### src/rtl/i2s_tx.sv
// I2S master transmitter: one 16-bit mono sample per frame, sent on both slots.
// Single-entry holding buffer absorbs filter strobes; underrun repeats last word.
module i2s_tx #(
  parameter int CLK_DIV = 4
) (
  input  logic        clk,
  input  logic        reset,
  input  logic        sample_valid,
  input  logic [15:0] sample_in,
  output logic        sample_ready,
  output logic        frame_start,
  output logic        underrun,
  output logic        overrun,
  output logic        i2s_bclk,
  output logic        i2s_lrclk,
  output logic        i2s_sdata
);

  localparam int DW = (CLK_DIV > 1) ? $clog2(CLK_DIV) : 1;
  localparam logic [DW-1:0] DIV_LAST = DW'(CLK_DIV - 1);

  logic [DW-1:0] div_cnt;
  logic          bclk;
  logic          lrclk;
  logic          sdata;
  logic [4:0]    bit_cnt;
  logic [31:0]   fsr;
  logic [15:0]   pend;
  logic          pend_valid;
  logic [15:0]   last_word;

  logic          div_wrap;
  logic          fall;
  logic [4:0]    bit_cnt_next;
  logic          load;
  logic [15:0]   word;
  logic          under;
  logic          ovr;
  logic [15:0]   pend_n;
  logic          pend_valid_n;

  assign div_wrap     = (div_cnt == DIV_LAST);
  assign fall         = div_wrap & bclk;
  assign bit_cnt_next = bit_cnt + 5'd1;
  assign load         = fall & (bit_cnt_next == 5'd0);

  // Word selection: a strobe coinciding with the frame load bypasses the buffer.
  always_comb begin
    word         = last_word;
    under        = 1'b0;
    ovr          = 1'b0;
    pend_n       = pend;
    pend_valid_n = pend_valid;
    if (load) begin
      if (sample_valid) begin
        word         = sample_in;
        ovr          = pend_valid;
        pend_valid_n = 1'b0;
      end else if (pend_valid) begin
        word         = pend;
        pend_valid_n = 1'b0;
      end else begin
        under = 1'b1;
      end
    end else if (sample_valid) begin
      pend_n       = sample_in;
      pend_valid_n = 1'b1;
      ovr          = pend_valid;
    end
  end

  always_ff @(posedge clk) begin
    if (reset) begin
      div_cnt     <= '0;
      bclk        <= 1'b0;
      lrclk       <= 1'b1;
      sdata       <= 1'b0;
      bit_cnt     <= 5'd31;
      fsr         <= '0;
      pend        <= '0;
      pend_valid  <= 1'b0;
      last_word   <= '0;
      frame_start <= 1'b0;
      underrun    <= 1'b0;
      overrun     <= 1'b0;
    end else begin
      frame_start <= 1'b0;
      underrun    <= 1'b0;
      overrun     <= ovr;
      pend        <= pend_n;
      pend_valid  <= pend_valid_n;
      if (div_wrap) begin
        div_cnt <= '0;
        bclk    <= ~bclk;
      end else begin
        div_cnt <= div_cnt + DW'(1);
      end
      // sdata takes the old MSB, giving the one-bit I2S delay after lrclk changes.
      if (fall) begin
        bit_cnt <= bit_cnt_next;
        lrclk   <= bit_cnt_next[4];
        sdata   <= fsr[31];
        if (load) begin
          fsr         <= {word, word};
          last_word   <= word;
          frame_start <= 1'b1;
          underrun    <= under;
        end else begin
          fsr <= {fsr[30:0], 1'b0};
        end
      end
    end
  end

  assign sample_ready = ~pend_valid;
  assign i2s_bclk     = bclk;
  assign i2s_lrclk    = lrclk;
  assign i2s_sdata    = sdata;

endmodule

### config.mk
export PLATFORM = sky130hd
export DESIGN_NAME = i2s_tx
export DESIGN_NICKNAME = d
export VERILOG_FILES = /design/src/rtl/i2s_tx.sv
export SDC_FILE = /design/constraint.sdc
export NUM_CORES = 1
export LEC_CHECK = 0
export ABC_CLOCK_PERIOD_IN_PS = 3400
export CAP_MARGIN = 5
export CORE_ASPECT_RATIO = 0.8
export CORE_MARGIN = 2
export CORE_UTILIZATION = 60
export DETAILED_ROUTE_END_ITERATION = 10
export GPL_TIMING_DRIVEN = 0
export PLACE_DENSITY = 0.82
export SYNTH_ARGS = -nofsm -noshare
export SYNTH_HDL_FRONTEND = slang
export SYNTH_SLANG_ARGS = --single-unit
### constraint.sdc
create_clock -name clk -period 3.4 [get_ports clk]
set_input_delay 0.85 -clock clk [delete_from_list [all_inputs] [get_ports clk]]
set_output_delay 0.85 -clock clk [all_outputs]
set_load 0.05 [all_outputs]
# ---- Yosys cells after proc, flatten, opt, wreduce, memory -nomap -nowiden
# Index checks and enable logic that the tools add are counted.
dict set report totals {
  wordCells 35
  regBits 78
  out_inout_bits 7
  in_bits 19
}
dict set report classes {
  n_reduce_logical 8
  bitwise 7
  mux 5
  n_addsub 2
  eq_ne 1
}
# operator count
set op_table {}
lappend op_table {{two-way mux 16 bit} 2}
lappend op_table {{two-way mux 32 bit} 1}
lappend op_table {{OR reduction 2 bit} 4}
lappend op_table {{adder 5 x 1 -> 5 bit (second input constant)} 1}
lappend op_table {{zero test 5 bit} 1}
lappend op_table {{NOT 1 bit} 5}
lappend op_table {{AND reduction 2 bit} 2}
lappend op_table {{OR reduction 4 bit} 1}
lappend op_table {{adder 2 x 1 -> 2 bit (second input constant)} 1}
lappend op_table {{bitwise AND 1 bit} 2}
lappend op_table {{equality test 2 bit (second input constant)} 1}
lappend op_table {{two-way mux 1 bit} 2}

# ---- Longest topological paths before layout
dict set report depth {
  ltp_word 5
  mapped_depth 9
  depth_no_buf 6
}

# ---- Worst setup path before layout
# OpenSTA, ideal clock, no wires.
dict set report synth_path {
  path_type {reg-to-reg}
  from {register bclk, in the netlist i2s_bclk}
  to {register pend[10]}
  period_less_slack_ns 1.933
  t_arrival_ns 1.805
  path_buffers 2
  t_required_ns 3.272
  setup_time_ns 0.128
  slack_ns 1.467
  stages_incl_launch_ff 8
  cell_sequence {dfxtp_1 and2_1 buf_6 nand3_4 o211ai_4 buf_8 mux2i_1 nor2_1}
}
dict set report synth_via {
  elab_chain_len 4
}
# item line_no
set synth_lines {}
lappend synth_lines {{start: declaration} 23} ;# logic bclk;
lappend synth_lines {{start signal: assignment} 94} ;# bclk <= ~bclk;
lappend synth_lines {{bitwise AND 1 bit} 43} ;# assign fall = div_wrap & bclk;
lappend synth_lines {{bitwise AND 1 bit} 45} ;# assign load = fall & (bit_cnt_next == 5'd0);
lappend synth_lines {{NOT 1 bit (no source line)} --}
lappend synth_lines {{AND reduction 2 bit (no source line)} --}
lappend synth_lines {{end signal: assignment} 90} ;# pend <= pend_n;
lappend synth_lines {{end: declaration} 28} ;# logic [15:0] pend;
# Every way passes these cells.
# A chain may end at the register's enable or synchronous reset.

# ---- Final worst setup path
dict set report layout_path {
  from {register pend_valid}
  to {output port sample_ready}
}
dict set report layout_via {
  elab_chain_len 1
}
# item line_no
set layout_lines {}
lappend layout_lines {{start: declaration} 29} ;# logic pend_valid;
lappend layout_lines {{start signal: assignment} 91} ;# pend_valid <= pend_valid_n;
lappend layout_lines {{NOT 1 bit} 115} ;# assign sample_ready = ~pend_valid;
lappend layout_lines {{end: declaration} 10} ;# output logic sample_ready,
# Every way passes these cells.

==> flow_summary.ini <==
[layout]
area_growth_pct = 14.1
layout-drive-gt1-share = 0.141
final_cells = 490
insertedDiodeCount = 0
final_cell_area_um2 = 3940
nets = 430

[power_and_ir_drop]
ir_worst_vdd_v = 0.000341
power_leakage_nw = 1.41
power_per_cell_area_nw_per_um2 = 425

[cts]
cts_root_buf = clkbuf_8
cts_resized = 0
clk_latency_ns = 0.35
post_cts.repair.setup_buffers = 0
htree_levels = 3
clkSlewWorstSetupHoldPaths_ns = 0.08
numClockSinks = 77
cts_buffers = 9
cts_tree = yes
hold_buffers = 0
clockBufferDepth = 2

[sta]
fin_skew_ns = 0.00747
setup_viol = 0
fmax_mhz = 384
period_share = 0.767
setup_ws_ns = 0.794
hold_slack_ns = 0.434
rsz0062_at_grt = no
tightest_slew_ns = 0.715
period_minus_slack_ns = 2.61
tns_ns = 0
relSlewSlack = 0.523
slew_viol_final = 0
hold_viol_final = 0

[placed_design]
globalplace.congestion = 0.806
dp_slack_ns = 1.16
placed_cell_area_um2 = 3780
dp_cells = 475
io_buffers = 23
dp_hpwl_mm = 5.38

[yosys]
muxShareOfSynthArea = 0.0928
syn_avg_cell_area_um2 = 9.23
synth_top_family_by_area = simple AND/OR/NAND/NOR gates
synth-compound-area-share = 0.178
synth_xor_area_frac = 0.0127
syn-num-nets = 396
ys_seq_area_frac = 0.447
synthCells = 374
synthAdderAreaFrac = 0.0109
synth-simple-area-share = 0.207
syn-cell-area_um2 = 3450
ys_ff_latch = 77
ys.warnings.count = 0
yosysUniqueCellTypes = 35

[floorplanning]
initial_core_util = 0.628
die-area_um2 = 6380
io_pins = 26
core_um2 = 5500
die_x_um = 88.8
die_y_um = 71.8
row_count = 24

[setup_path]
reg2reg_depth = 7
end_kind = output port
reg2reg_to = fsr[16]$_SDFFE_PP0N_
worst_r2r_startpoint = div_cnt[0]$_SDFF_PP0_
cp_max_fo = 10
startpoint = pend_valid$_SDFFE_PP0P_
cp.arrival_ns = 1.76
r2r_setup_slack_ns = 1.33
start_kind = flop
required_ns = 2.55
worst-setup-path-type = flop to output port

[min_path]
min_path_cells = 1
hold_path_class = flop to flop
hold_start = div_cnt[0]$_SDFF_PP0_
min_to = div_cnt[0]$_SDFF_PP0_

[route]
vias_per_cell = 5.76
dr.first_iter.drc_count = 290
num_vias = 2823
detail-route-antenna-nets = 0
drt_wl_total_mm = 8.03
wl_per_cell_um = 16.4
drc = 0
dr.pass1.iters = 5

[global_route]
grt_antenna_before_repair = 0
grt_max_degree = 12
grt_usage = 0.268
grt_pass1_wl_mm = 12.9
grt_pass1_vias = 2566
grt_overflow = 0

[flow_run]
max_cap_viol_count = 0

[outcome]
status = completed
==> per-layer routing <==
metal,vias to the layer above,GRT usage,share of wire
li1,1352,-,-
met1,1344,0.386,0.47
met2,117,0.385,0.45
met3,10,0.0783,0.071
met4,0,0.0892,0.0096
met5,-,0,0
==> per-stage QoR <==
stage | utilization | power (mW)
floorplan | - | 1.05
CTS | 0.717 | 1.68
global placement | 0.688 | 1.10
detailed placement | 0.688 | 1.10
global route | 0.717 | 1.73
finish | 0.717 | 1.68
==> report_power, final <==
group / internal [mW] / switching [mW]
Sequential: 0.923 / 0.0112
Combinational: 0.0635 / 0.0870
Clock: 0.280 / 0.311
Total: 1.27 / 0.410
==> cells by family (layout without fill, tap and decap cells) <==
group	after synthesis	count (layout)
buffers and inverters	31	69
multiplexers	32	32
XOR/XNOR	5	5
AND/OR/NAND/NOR	156	156
adder cells (fa/ha/maj)	3	3
AO/OA/AOI/OAI	70	70
flip-flops	77	77
==> how the worst max path moves through the flow <==
stage,cells after the start,endpoint
global placement,3,sample_ready
finish,3,sample_ready
detailed placement,6,fsr[9]$_SDFFE_PP0N_
CTS,3,sample_ready
floorplan,7,pend[10]$_SDFFE_PP0P_
global route,3,sample_ready
==> cell usage in the layout (no fill, tap or decap), types with 3 or more instances in the layout <==
master / n
clkbuf_1: 17
mux2i_1: 32
nor2_1: 53
clkbuf_8: 10
nand2b_1: 4
xor2_1: 3
buf_2: 6
o21ai_0: 16
dfxtp_1: 77
clkdlybuf4s50_1: 23
a311oi_1: 13
ha_1: 3
buf_1: 3
buf_4: 3
a21oi_1: 18
a311oi_2: 18
nand2_1: 79
nand2_4: 9
==> registers in the layout, summed over array words and instances, names as in the netlist, 2 cells and up <==
register	flops
fsr	32
pend	16
div_cnt	2
last_word	16
bit_cnt	4
==> synthesized netlist by cell type <==
library cell   n  area (um^2)
o211ai_4       1         21.3
buf_6          2         22.5
nand3b_1       1         7.51
buf_8          1         15.0
a311oi_2      18          270
xnor2_1        2         17.5
nand2_1       79          297
nand2b_1       4         25.0
a311oi_1      13          114
ha_1           3         37.5
buf_2          6         30.0
mux2i_1       32          320
o21ai_0       16         80.1
buf_1          3         11.3
xor2_1         3         26.3
nor4_2         1         12.5
buf_12         1         20.0
nor2_1        53          199
a21boi_1       1         7.51
and2_1         1         6.26
nor3b_1        1         7.51
a21oi_2        1         8.76
nand3_4        1         17.5
dfxtp_1       77         1540
nand2_4        9          101
nor3_1         2         10.0
o21a_1         1         7.51
nand4_1        1         6.26
nand4_2        1         12.5
inv_1          1         3.75
a21oi_1       18         90.1
and3_1         2         12.5
o21ai_4        1         16.3
clkbuf_1      14         52.6
buf_4          3         22.5
==> area by class of cell <==
cell class	instances	area, um^2
clock inverters	2	10.0
well taps	78	97.6
clock buffers	13	149
multi-input cells	266	1730
inverters	1	3.75
fillers	418	1560
repair buffers	23	230
flip-flops and latches	77	1540
plain buffers	30	174
==> critical path, stage by stage, from the launching register on <==
cell and delay (ns):
dfxtp_1 0.31, buf_2 0.22, inv_1 0.08, clkdlybuf4s50_1 0.80
No activity file was read; power rests on OpenSTA's default activity.
==> RTL change 1 (config.mk and constraints unchanged) <==
The output `overrun` loses its register stage (`overrun` becomes a continuous assignment).
--- a/src/rtl/i2s_tx.sv
+++ b/src/rtl/i2s_tx.sv
@@ -84,3 +84,2 @@
       underrun    <= 1'b0;
-      overrun     <= 1'b0;
     end else begin
@@ -88,3 +87,2 @@
       underrun    <= 1'b0;
-      overrun     <= ovr;
       pend        <= pend_n;
@@ -114,2 +112,4 @@
 
+  assign overrun = ovr;
+
   assign sample_ready = ~pend_valid;
Behaviour: not the same (a bounded check fails within 4 cycles, from zero or initial values and one cycle with reset high).
==> RTL change 1 against the original RTL <==
Sequential cell count decreased by 1. Area after synthesis shrank 0.65%. Total power grew 7.9%. Final cell count is 0.61% lower. Wire length decreased by 7.1%. Sequential share of layout area is 0.74 points lower. Final area rose by 0.60%. Worst hold slack gained 0.0017 ns. Maximum frequency is 20% lower. First-iteration DRC count is 37% lower. Setup slack got worse by 0.66 ns. Critical path type is now in2out. Largest cell class unchanged. Highest routed layer unchanged.
==> RTL change 1: results (changes against the original RTL) <==
[global_route]
grt_pass1_wl_mm=12.3  ; -4.1%
antenna_found_initial=0  ; unchanged
grt_max_degree=13  ; +1
grt_pass1_vias=2577  ; +0.43%
track_usage=0.256  ; -0.0116

[power]
leakage_nw=1.43  ; +0.95%
ir_drop_mv=0.310  ; -9.2%

[route]
dr.first_iter.drc_count=183  ; -37%
routed_wl_mm=7.46  ; -7.1%
drt_first_pass_iters=4  ; -1
viasPerCell=5.63  ; -2.2%

[yosys]
synthDistinctLibCells=35  ; unchanged
yosysWarningCount=0  ; unchanged
syn-num-nets=393  ; -0.76%
yosysTopAreaCellShare=0.444  ; -0.00290
synth_common_cells=nand2_1 (78), dfxtp_1 (76), nor2_1 (52)
yosys-top-cells-area=dfxtp_1 (44%), mux2i_1 (9.3%), nand2_1 (8.5%)
async_reset_ff_frac=0  ; unchanged
ys_seq_area_frac=0.444  ; -0.00290

[sta]
fin_skew_ns=0.00610  ; -0.00137 ns
maxSlewHeadroom=0.545  ; +0.0222
fin_crit_sh=0.962  ; +0.195

[status]
status=finished clean

[layout]
top_regs=fsr (32), last_word (16), pend (16)
layout-drive-gt1-share=0.152  ; +0.0108
fillers=406  ; -2.9%
diodes=0  ; unchanged
nets=427  ; -0.70%

[clocking]
post_cts_resized=0  ; unchanged
clk_pin_slew_ns=0.07
postCtsSetupRepairBufs=0  ; unchanged
cts_root_buf=clkbuf_8
ctsHtreeMaxLevel=3  ; unchanged
cts_buffers=9  ; unchanged
clk_latency_ns=0.37  ; +0.02 ns
clockBufferDepth=2  ; unchanged

[min_path]
hp-class=reg2reg

[critical_path]
path_max_fanout=10  ; unchanged
cp.arrival_ns=2.42  ; +0.66 ns
timing.reg2reg.setup_slack_ns=1.32

[placement]
pre_cts_ws_ns=0.140  ; -1.02 ns
dpl.hpwl_mm=5.25  ; -2.3%
io_buffers=23  ; unchanged
gp_congestion=0.788  ; -2.2%

[floorplan]
design.die.area_um2=6340  ; -0.62%

==> RTL change 1: critical path, cell delays in order <==
cell and delay [ns]:
buf_2 0.21, clkbuf_1 0.37, and2_1 0.19, clkdlybuf4s50_1 0.80
==> RTL change 1: kinds of logic (layout without fill, tap and decap cells) <==
family,after synthesis,after routing,share of synthesized area
DFF,76,76,0.444
AOI/OAI and AO/OA,70,70,0.180
and+or+nand+nor,155,155,0.208
muxes,32,32,0.0934
xor gates and xnor gates,5,5,0.0128
buffers and inverters,30,68,0.0511
adders and majority gates,3,3,0.0110
==> RTL change 1: cell type report <==
class	count	area [µm²]	share of cell area
Tap cell	78	97.6	0.0246
Buffer	29	171	0.0433
Sequential cell	76	1520	0.384
Inverter	1	3.75	0.000948
Clock inverter	5	77.6	0.0196
Clock buffer	10	128	0.0322
Multi-Input combinational cell	265	1730	0.437
Timing Repair Buffer	23	230	0.0581
==> RTL change 1: final timing paths <==
check               endpoint  cells past startpoint          from
setup / recovery     overrun                      4  sample_valid
hold / removal    div_cnt[0]                      1    div_cnt[0]
setup reg to reg     pend[8]                      7    bit_cnt[0]
hold reg to reg   div_cnt[0]                      1    div_cnt[0]
==> RTL change 1: power by group <==
group	switching, mW	total (mW)	internal [mW]
clock network	0.331	0.737	0.407
registers	0.0109	0.921	0.910
logic	0.0860	0.150	0.0640
==> RTL change 1: through the flow <==
stage	cells	util	hold WS, ns	cell area [µm²]	power (mW)
2_1_floorplan	371	-	0.404	3430	1.04
3_3_place_gp	472	0.684	0.412	3760	1.09
3_5_place_dp	472	0.684	0.427	3760	1.09
4_1_cts	487	0.721	0.438	3960	1.82
5_1_grt	487	0.721	0.472	3960	1.86
6_report	487	0.721	0.436	3960	1.81
==> RTL change 1: routing by layer <==
layer  track usage  vias to the layer above  share of wire
met3        0.0887                       13          0.064
met4        0.0892                        0          0.012
met5             0                        -              0
li1              -                     1343              -
met2         0.374                       73           0.44
met1         0.356                     1314           0.49
==> RTL change 2 (config.mk and constraints unchanged) <==
Without the edit above. Set the parameter `CLK_DIV` to 8 (it was 4).
--- a/src/rtl/i2s_tx.sv
+++ b/src/rtl/i2s_tx.sv
@@ -3,3 +3,3 @@
 module i2s_tx #(
-  parameter int CLK_DIV = 4
+  parameter int CLK_DIV = 8
 ) (
Check against the original RTL: not equivalent (a bounded check fails within 10 cycles, from zero or initial values and one cycle with reset high).
==> RTL change 2 against the original RTL <==
Area after synthesis is 0.91% higher. Wire length is essentially flat. Global-route usage rose by 1.2 points. Total power up 2.5%. Combinational power is 19% lower. Final area up 1.2%. Setup slack worse by 0.013 ns. Sequential cell count up 1. Largest power group unchanged. Highest routed layer unchanged.
==> RTL change 2: results (changes against the original RTL) <==
[sta]
holdWs_ns=0.433  ; -0.000609 ns
fin_crit_sh=0.770  ; +0.00374
maxSlewHeadroom=0.517  ; -0.00609
fin_skew_ns=0.00508  ; -0.00239 ns

[route]
wl_met1_mm=3.73  ; -0.37%
routed_wl_mm=8.03  ; about the same
routed-wl-met3_um=495  ; -13%
viasPerCell=5.67  ; -1.6%
drt_first_pass_iters=5  ; unchanged
dr.first_iter.drc_count=229  ; -21%
wl_met2_mm=3.74  ; +2.7%

[clocking]
postCtsSetupRepairBufs=0  ; unchanged
clk_pin_slew_ns=0.07
post_cts_resized=0  ; unchanged
clk_latency_ns=0.36

[placement]
pre_cts_ws_ns=1.18  ; +0.0129 ns
gp_congestion=0.804  ; -0.27%
dpl_cell_area_um2=3810  ; +0.83%
place_inst=478  ; +0.63%
dpl.hpwl_mm=5.57  ; +3.6%

[yosys]
synth_edf_count=0  ; unchanged
synthAdderAreaFrac=0.0144  ; +0.00350
synth_mux_area_frac=0.0920  ; -0.000834
synth_xor_area_frac=0.0126  ; -0.000114
synthDistinctLibCells=35  ; unchanged
syn-num-nets=400  ; +1.0%
yosys-top-cells-area=dfxtp_1 (45%), mux2i_1 (9.2%), nand2_1 (8.5%)
ys_seq_area_frac=0.448  ; +0.00174
syn_avg_cell_area_um2=9.24  ; +0.10%
synth_compound_area_frac=0.177  ; -0.00160
synth_common_cells=nand2_1 (79), dfxtp_1 (78), nor2_1 (53)

[power]
leakage_nw=1.43  ; +1.1%
ir_drop_mv=0.316  ; -7.4%

[critical_path]
crit_end=sample_ready
reg2regPathDepth=9  ; +2
timing.reg2reg.setup_slack_ns=1.22  ; -0.11 ns
path_max_fanout=10  ; unchanged
r2r_end=pend[11]

[layout]
layout-drive-gt1-share=0.135  ; -0.00616
fillers=441  ; +5.5%
fin_cells=494  ; +0.82%
top_regs=fsr (32), last_word (16), pend (16)
nets=434  ; +0.93%
regArea_um2=1560  ; +1.3%

[global_route]
grt_util_met2=0.433  ; +0.0482
use_met3=0.0853  ; +0.00698
use_met1=0.387  ; +0.000774
grt_pass1_wl_mm=13.6  ; +6.0%
grt_pass1_vias=2776  ; +8.2%
track_usage=0.280  ; +0.0119

[min_path]
whs_path_depth=1  ; unchanged

[status]
status=finished clean

RTL change 2: changes by cell type in the layout (fill, tap and decap cells not counted):
cell,delta
buf_1,-1
bufinv_16,+1
nor3b_1,+1
clkbuf_8,-1
buf_2,+2
buf_6,-1
clkbuf_1,+4
ha_1,+1
clkinv_2,-2
buf_4,-1
dfxtp_1,+1
RTL change 2: layout make-up:
type,instances,share of cell area
tap,78,0.0245
multi-input combinational,268,0.439
clock inverter,1,0.00753
buffer,30,0.0414
sequential,78,0.392
timing repair buffer,23,0.0578
clock buffer,15,0.0367
inverter,1,0.000942
RTL change 2: kinds of logic after synthesis:
group,Yosys count
compound gates,70
xor+xnor,5
mux,32
buf+inv,31
simple gates,157
flops,78
fa+ha+maj,4
RTL change 2: power by group:
| part | switching (mW) | leakage, nW | internal (mW) |
|---|---|---|---|
| Clock | 0.318 | 0.0859 | 0.342 |
| Sequential | 0.00766 | 0.633 | 0.929 |
| Combinational | 0.0686 | 0.710 | 0.0520 |
